$ cat src/rtl/riscv_pkg.sv
// Shared core types: memory-port return FSM encoding and arbiter defaults.
// No logic; imported by the arbiter and its priority sub-block.
package riscv_pkg;

  typedef enum logic [1:0] {
    IDLE  = 2'd0,
    RD_IF = 2'd1,
    RD_DM = 2'd2
  } retStateT;

  localparam int STARVE_LIMIT_DEF = 4;

  // Counter width able to hold 0..limit inclusive.
  function automatic int cntWidth(input int limit);
    return (limit < 1) ? 1 : $clog2(limit + 1);
  endfunction

endpackage

$ cat src/rtl/arb_prio2.sv
// Two-way fetch/data priority with fetch anti-starvation; grants are combinational, same cycle.
// No buffering: a denied requester must hold its request; grants are forced low during reset.
module arb_prio2
  import riscv_pkg::*;
#(
  parameter int STARVE_LIMIT = STARVE_LIMIT_DEF
) (
  input  logic clk,
  input  logic rst,
  input  logic ifReq,
  input  logic dmReq,
  output logic ifGnt,
  output logic dmGnt
);

  localparam int CW = cntWidth(STARVE_LIMIT);

  logic [CW-1:0] starveCnt;
  logic          starved;

  assign starved = (starveCnt == CW'(STARVE_LIMIT));

  always_comb begin
    ifGnt = 1'b0;
    dmGnt = 1'b0;
    if (!rst) begin
      if (ifReq && (!dmReq || starved)) begin
        ifGnt = 1'b1;
      end else if (dmReq) begin
        dmGnt = 1'b1;
      end
    end
  end

  // Counts consecutive denied fetch cycles; any fetch grant or idle fetch clears it.
  always_ff @(posedge clk or posedge rst) begin
    if (rst) begin
      starveCnt <= '0;
    end else if (ifReq && !ifGnt) begin
      if (!starved) begin
        starveCnt <= starveCnt + 1'b1;
      end
    end else begin
      starveCnt <= '0;
    end
  end

endmodule

$ cat src/rtl/mem_port_arbiter.sv
// Shares one sync RAM port between fetch and data; grant same cycle, read data 1 cycle later.
// Losing requester is stalled and must hold its request; one access per cycle, back-to-back.
module mem_port_arbiter
  import riscv_pkg::*;
#(
  parameter int ADDR_W       = 32,
  parameter int DATA_W       = 32,
  parameter int STARVE_LIMIT = STARVE_LIMIT_DEF
) (
  input  logic                clk,
  input  logic                reset,
  input  logic                if_req,
  input  logic [ADDR_W-1:0]   if_addr,
  output logic                if_gnt,
  output logic                if_rvalid,
  output logic [DATA_W-1:0]   if_rdata,
  input  logic                dm_req,
  input  logic                dm_we,
  input  logic [DATA_W/8-1:0] dm_wstrb,
  input  logic [ADDR_W-1:0]   dm_addr,
  input  logic [DATA_W-1:0]   dm_wdata,
  output logic                dm_gnt,
  output logic                dm_rvalid,
  output logic [DATA_W-1:0]   dm_rdata,
  output logic                mem_en,
  output logic                mem_we,
  output logic [DATA_W/8-1:0] mem_wstrb,
  output logic [ADDR_W-1:0]   mem_addr,
  output logic [DATA_W-1:0]   mem_wdata,
  input  logic [DATA_W-1:0]   mem_rdata,
  output logic                stall_if,
  output logic                stall_mem,
  output logic [31:0]         conflict_cnt
);

  retStateT retState;

  arb_prio2 #(
    .STARVE_LIMIT(STARVE_LIMIT)
  ) uPrio (
    .clk  (clk),
    .rst  (reset),
    .ifReq(if_req),
    .dmReq(dm_req),
    .ifGnt(if_gnt),
    .dmGnt(dm_gnt)
  );

  always_comb begin
    mem_en    = 1'b0;
    mem_we    = 1'b0;
    mem_wstrb = '0;
    mem_addr  = '0;
    mem_wdata = '0;
    if (if_gnt) begin
      mem_en   = 1'b1;
      mem_addr = if_addr;
    end else if (dm_gnt) begin
      mem_en    = 1'b1;
      mem_we    = dm_we;
      mem_wstrb = dm_wstrb;
      mem_addr  = dm_addr;
      mem_wdata = dm_wdata;
    end
  end

  // Return owner for the cycle after the grant; writes complete on dm_gnt and return nothing.
  always_ff @(posedge clk or posedge reset) begin
    if (reset) begin
      retState <= IDLE;
    end else if (if_gnt) begin
      retState <= RD_IF;
    end else if (dm_gnt && !dm_we) begin
      retState <= RD_DM;
    end else begin
      retState <= IDLE;
    end
  end

  always_ff @(posedge clk or posedge reset) begin
    if (reset) begin
      conflict_cnt <= '0;
    end else if (if_req && dm_req && (conflict_cnt != 32'hFFFF_FFFF)) begin
      conflict_cnt <= conflict_cnt + 32'd1;
    end
  end

  assign if_rvalid = (retState == RD_IF);
  assign dm_rvalid = (retState == RD_DM);
  assign if_rdata  = mem_rdata;
  assign dm_rdata  = mem_rdata;
  assign stall_if  = if_req & ~if_gnt;
  assign stall_mem = dm_req & ~dm_gnt;

endmodule

$ cat config.mk
export PLATFORM = sky130hd
export DESIGN_NAME = mem_port_arbiter
export DESIGN_NICKNAME = d
export VERILOG_FILES = /design/src/rtl/riscv_pkg.sv /design/src/rtl/arb_prio2.sv /design/src/rtl/mem_port_arbiter.sv
export SDC_FILE = /design/constraint.sdc
export NUM_CORES = 1
export LEC_CHECK = 0
export ABC_AREA = 0
export CAP_MARGIN = 10
export CORE_AREA = 2 2 120 122
export DETAILED_ROUTE_END_ITERATION = 16
export DIE_AREA = 0 0 122 124
export HOLD_SLACK_MARGIN = 0.08
export PLACE_DENSITY_LB_ADDON = 0.12
export SLEW_MARGIN = 10
export SYNTH_ARGS = -nofsm -noshare
export SYNTH_HDL_FRONTEND = slang
export SYNTH_SLANG_ARGS = --single-unit
$ cat constraint.sdc
create_clock -name clk -period 4.9 [get_ports clk]
set_clock_uncertainty 0.1 [all_clocks]
set_input_delay 0.735 -clock clk [delete_from_list [all_inputs] [get_ports clk]]
set_output_delay 0.735 -clock clk [all_outputs]
set_load 0.05 [all_outputs]
After elaboration in Yosys (flattened, before gate mapping)
Cells that the tools add are included.
Word-level totals
  register bits after elaboration: 37
  bits of input ports: 137
  output and inout bits: 172
  logic and storage cells: 42
Operators by class
  add/subtract/negate cells: 2
  eq/ne operators: 5
  multiplexer cells: 19
  bitwise gates (word level): 4
  reductions and logical operators: 9
Operators by type and width (count)
  $mux W32: 4
  $add A32 B1 Y32 const B: 1
  $ne A32 B32 Y1 const B: 1
  $mux W1: 9
  $mux W4: 2
  $mux W3: 2
  $logic_and A1 B1 Y1: 5
  $mux W2: 2
  $add A3 B1 Y3 const B: 1
  $eq A3 B3 Y1 const B: 1
  $logic_not A1 Y1: 3
  $and A1 B1 Y1: 2
  $eq A2 B1 Y1 const B: 1
  $eq A2 B2 Y1 const B: 1
  $ne A2 B2 Y1 const B: 1
  $not A1 Y1: 2
  $logic_or A1 B1 Y1: 1

Longest topological paths before layout
  depth in word-level cells: 8
  mapped depth: 7
  depth with buffers taken out: 6

Modules after synthesis
Synthesis repeated with hierarchy kept, for this count alone.
Second synthesis, totals
  cells, all modules: 335
  area total of the unflattened synthesis: 2960.3 um2
By module, submodules not included
  mem_port_arbiter: times used 1, cells each 311, area each 2753.9 um2, seq. area each 850.8 um2
  arb_prio2: times used 1, cells each 24, area each 206.4 um2, seq. area each 75.1 um2

Worst setup path before layout
Ideal clock, no wire load.
  path kind: input port to output port
  start point: in reset
  end point: out mem_addr[22]
  data arrival time: 3.234 ns
  required time: 4.065 ns
  setup slack: 0.831 ns
  stages: 5
  buffers on the path: 1
  cell sequence: inv_1 nand2_1 a21oi_1 clkbuf_1 a22o_1
Between the ends
  elaborated cells on any way between the ends: 4
  classes of those cells: mux (4)
RTL lines
  start, declared: RTL line mem_port_arbiter.sv:11  | input logic reset,
  $mux W1: RTL line arb_prio2.sv:26  | if (!rst) begin
  via if_gnt: RTL line mem_port_arbiter.sv:14  | output logic if_gnt,
  $mux W32: RTL line mem_port_arbiter.sv:55  | if (if_gnt) begin
  end, declared: RTL line mem_port_arbiter.sv:28  | output logic [ADDR_W-1:0] mem_addr,
The timed path passes the listed nets, and every way through them passes these cells.

Final worst setup path
  start point: in dm_req
  end point: out mem_wdata[3]
Between the ends
  cells in the longest elaborated chain, start to end: 7
  elaborated cells on any way between the ends: 10
  classes of those cells: mux (7); reduce/logical (3)
RTL lines
  start, declared: RTL line mem_port_arbiter.sv:17  | input logic dm_req,
  $logic_not A1 Y1: RTL line arb_prio2.sv:27  | if (ifReq && (!dmReq || starved)) begin
  $logic_or A1 B1 Y1: RTL line arb_prio2.sv:27
  $logic_and A1 B1 Y1: RTL line arb_prio2.sv:27
  $mux W1: RTL line arb_prio2.sv:27
  $mux W1: RTL line arb_prio2.sv:26
  $mux W32: RTL line mem_port_arbiter.sv:58  | end else if (dm_gnt) begin
  $mux W32 *: RTL line mem_port_arbiter.sv:55
  end, declared: RTL line mem_port_arbiter.sv:29  | output logic [DATA_W-1:0] mem_wdata,
Every way passes the cells marked *; elsewhere a longest branch is shown, timed or not.

==> results.yml <==
yosys:
  synthDominantCellAreaShare_pct: 31.6
  ys_ff_latch: 37
  syn_area_per_cell_um2: 9.13
  synth-main-ff-cell: "dfrtp_1"
  syn_inst: 321
  yosysUniqueCellTypes: 35
  synth_area_leaders: "dfrtp_1 (32%), buf_4 (16%), a22o_1 (9.6%)"
  ys_warn_count: 0
  synthesis.area_um2: 2930
  yosysMostFrequentCell: "buf_4"
  async_flop_share_pct: 100
  ys_seq_area_share_pct: 31.6
  yosysTopAreaCell: "dfrtp_1"
  synth_nets: 461
  synth-edff-count: 0
  yosys-top-cells-count: "buf_4 (64), and2_1 (37), dfrtp_1 (37)"
worst_hold_path:
  hold_start: "conflict_cnt[31]$_DFFE_PP0P_"
  whs_endpoint: "conflict_cnt[31]$_DFFE_PP0P_"
  hold_depth: 1
  min_path_type: "register to register"
cells_and_area:
  final_cell_area_um2: 5330
  area_growth_pct: 81.9
  seq_area_um2: 926
  drive_gt1_share_pct: 14.3
  multiInputGateArea_um2: 1460
  final_nets: 606
  fillers: 1383
clock_network:
  cts.sinks: 37
  cts_max_level: 2
  cts_setup_buffers: 0
  cts-root-buf: "clkbuf_16"
  clkTransAtPathRegs_ns: 0.06
  clk_latency_ns: 0.28
  cts_resized: 0
  cts-buffers-inserted: 5
  cts_tree: "built"
  ctsHoldBuffers: 0
  cts_buffer_depth: 2
global_routing:
  grt_pass1_wl_mm: 16.6
  grt_max_degree: 74
  grt_pass1_vias: 2835
  track_usage_pct: 14.5
  antenna_found_initial: 2
  overflow: 0
sta:
  max_freq_mhz: 252
  period_needed_ns: 3.97
  tightest_slew_ns: 1.05
  hold-worst-slack_ns: 0.385
  fin_crit_sh_pct: 81.1
  totalNegativeSetupSlack_ns: 0
  hold_viol: 0
  fin_ws_ns: 0.926
  rsz0062_at_grt: "no"
  setup_viol: 0
  max_slew_margin_pct: 30.0
  slew_viol_final: 0
power_and_ir_drop:
  p_clk_share_pct: 27.4
  power_switching_mw: 0.525
  p_per_area_nw_per_um2: 261
  cellInternalPower_mw: 0.866
  power_frac_seq_pct: 28.0
  p_total_mw: 1.39
  peakVddDrop_mv: 0.147
  comb_power_share_pct: 44.6
  swShare_pct: 37.7
  leakagePower_nw: 2.11
drt:
  drt-initial-drc-count: 150
  antenna_left: 0
  viasPerCell: 4.34
  wire_per_inst_um: 17.3
  first_pass_iters: 5
  num_vias: 2819
  route.detailed.drc: 0
  drt_wl_total_mm: 11.2
run_status:
  status: "complete, no violations"
worst_setup_path:
  cp_max_fo: 73
  crit_arrival_ns: 3.14
  crit_type: "primary input to output pin"
  reg2reg_slack_ns: 2.06
  cp-end-kind: "output pin"
  startpoint_type: "primary input"
  reg2reg_to: "conflict_cnt[1]$_DFFE_PP0P_"
  crit_required_ns: 4.07
  timing.rr.start: "conflict_cnt[0]$_DFFE_PP0P_"
  r2r_cells: 6
job:
  maxCapViolCount: 0
die:
  die_y_um: 124
  die_area_um2: 15100
  rows: 43
  core_area_um2: 13700
  fp.dieW_um: 122
  io_pins: 309
  start_util_pct: 21.4
placement:
  place_congestion: 0.853
  post_dp_cell_area_um2: 5150
  dpl_worst_slack_ns: 0.870
  io_buffer_count: 212
  dp_hpwl_mm: 9.33
==> worst max-delay path, stage by stage <==
cell	delay, ns
clkdlybuf4s50_1	0.62
inv_1	0.13
a311oi_4	0.32
buf_12	0.29
and2_1	0.18
clkdlybuf4s50_1	0.82
==> worst max path at each step <==
stage | start | end | slack, ns | cells past startpoint
after floorplan | reset | mem_addr[22] | 0.83 | 5
after global placement | dm_req | mem_wdata[5] | 0.94 | 6
after detailed placement | dm_req | mem_wdata[30] | 0.87 | 6
after CTS | dm_req | mem_wdata[30] | 0.87 | 6
after global routing | dm_req | mem_wdata[3] | 0.80 | 6
final | dm_req | mem_wdata[3] | 0.93 | 6
==> registers in the layout, indices dropped and copies added, names as in the netlist <==
signal and cells:
retState 2, uPrio.starveCnt 3, conflict_cnt 32
==> layer usage <==
metal	wire (um)	vias up	part of all wire (%)	GRT usage [%]
li1	-	1346	-	-
met3	1390	11	12	7.60
met5	0	-	0	0
met2	5650	157	50	25.1
met4	187	0	1.7	4.09
met1	4000	1305	36	15.3
==> cell type report <==
class / instances / area share (%)
multi-input cells: 198 / 27.4
flip-flops and latches: 37 / 17.4
clock inverters: 2 / 0.704
well taps: 180 / 4.22
diodes: 2 / 0.0939
repair buffers: 217 / 47.1
clock buffers: 6 / 2.61
inverters: 7 / 0.493
==> layout by cell type, fill, tap and decap left out, types with 7 or more instances in the layout <==
master             n
clkdlybuf4s50_1  177
and2_1            37
dfrtp_1           37
buf_12            35
a22o_1            32
xor2_1            20
nand2_1           17
nand4_1           13
nand3_1           10
nor2_1            10
xnor2_1            9
nor4_1             8
nor3_1             8
inv_1              7
==> power by group through the flow <==
stage | clock network, mW | registers (mW) | logic (mW)
final | 0.381 | 0.390 | 0.620
after global routing | 0.402 | 0.398 | 0.652
after CTS | 0.390 | 0.392 | 0.629
after detailed placement | 0 | 0.397 | 0.628
after global placement | 0 | 0.395 | 0.626
after floorplan | 0 | 0.501 | 0.357
==> per-stage QoR <==
step | util (%) | cells
2_1_floorplan | - | 321
3_3_place_gp | 37.5 | 639
3_5_place_dp | 37.5 | 639
4_1_cts | 38.8 | 647
5_1_grt | 38.8 | 647
6_report | 38.9 | 649
==> logic make-up after synthesis <==
family,after synthesis,share of synthesized area [%]
compound gates,36,10.6
xor+xnor,29,8.66
fa+ha+maj,3,1.28
buf+inv,86,19.5
flops,37,31.6
mux,3,1.15
simple gates,127,27.2
(Power assumes the default switching activity.)
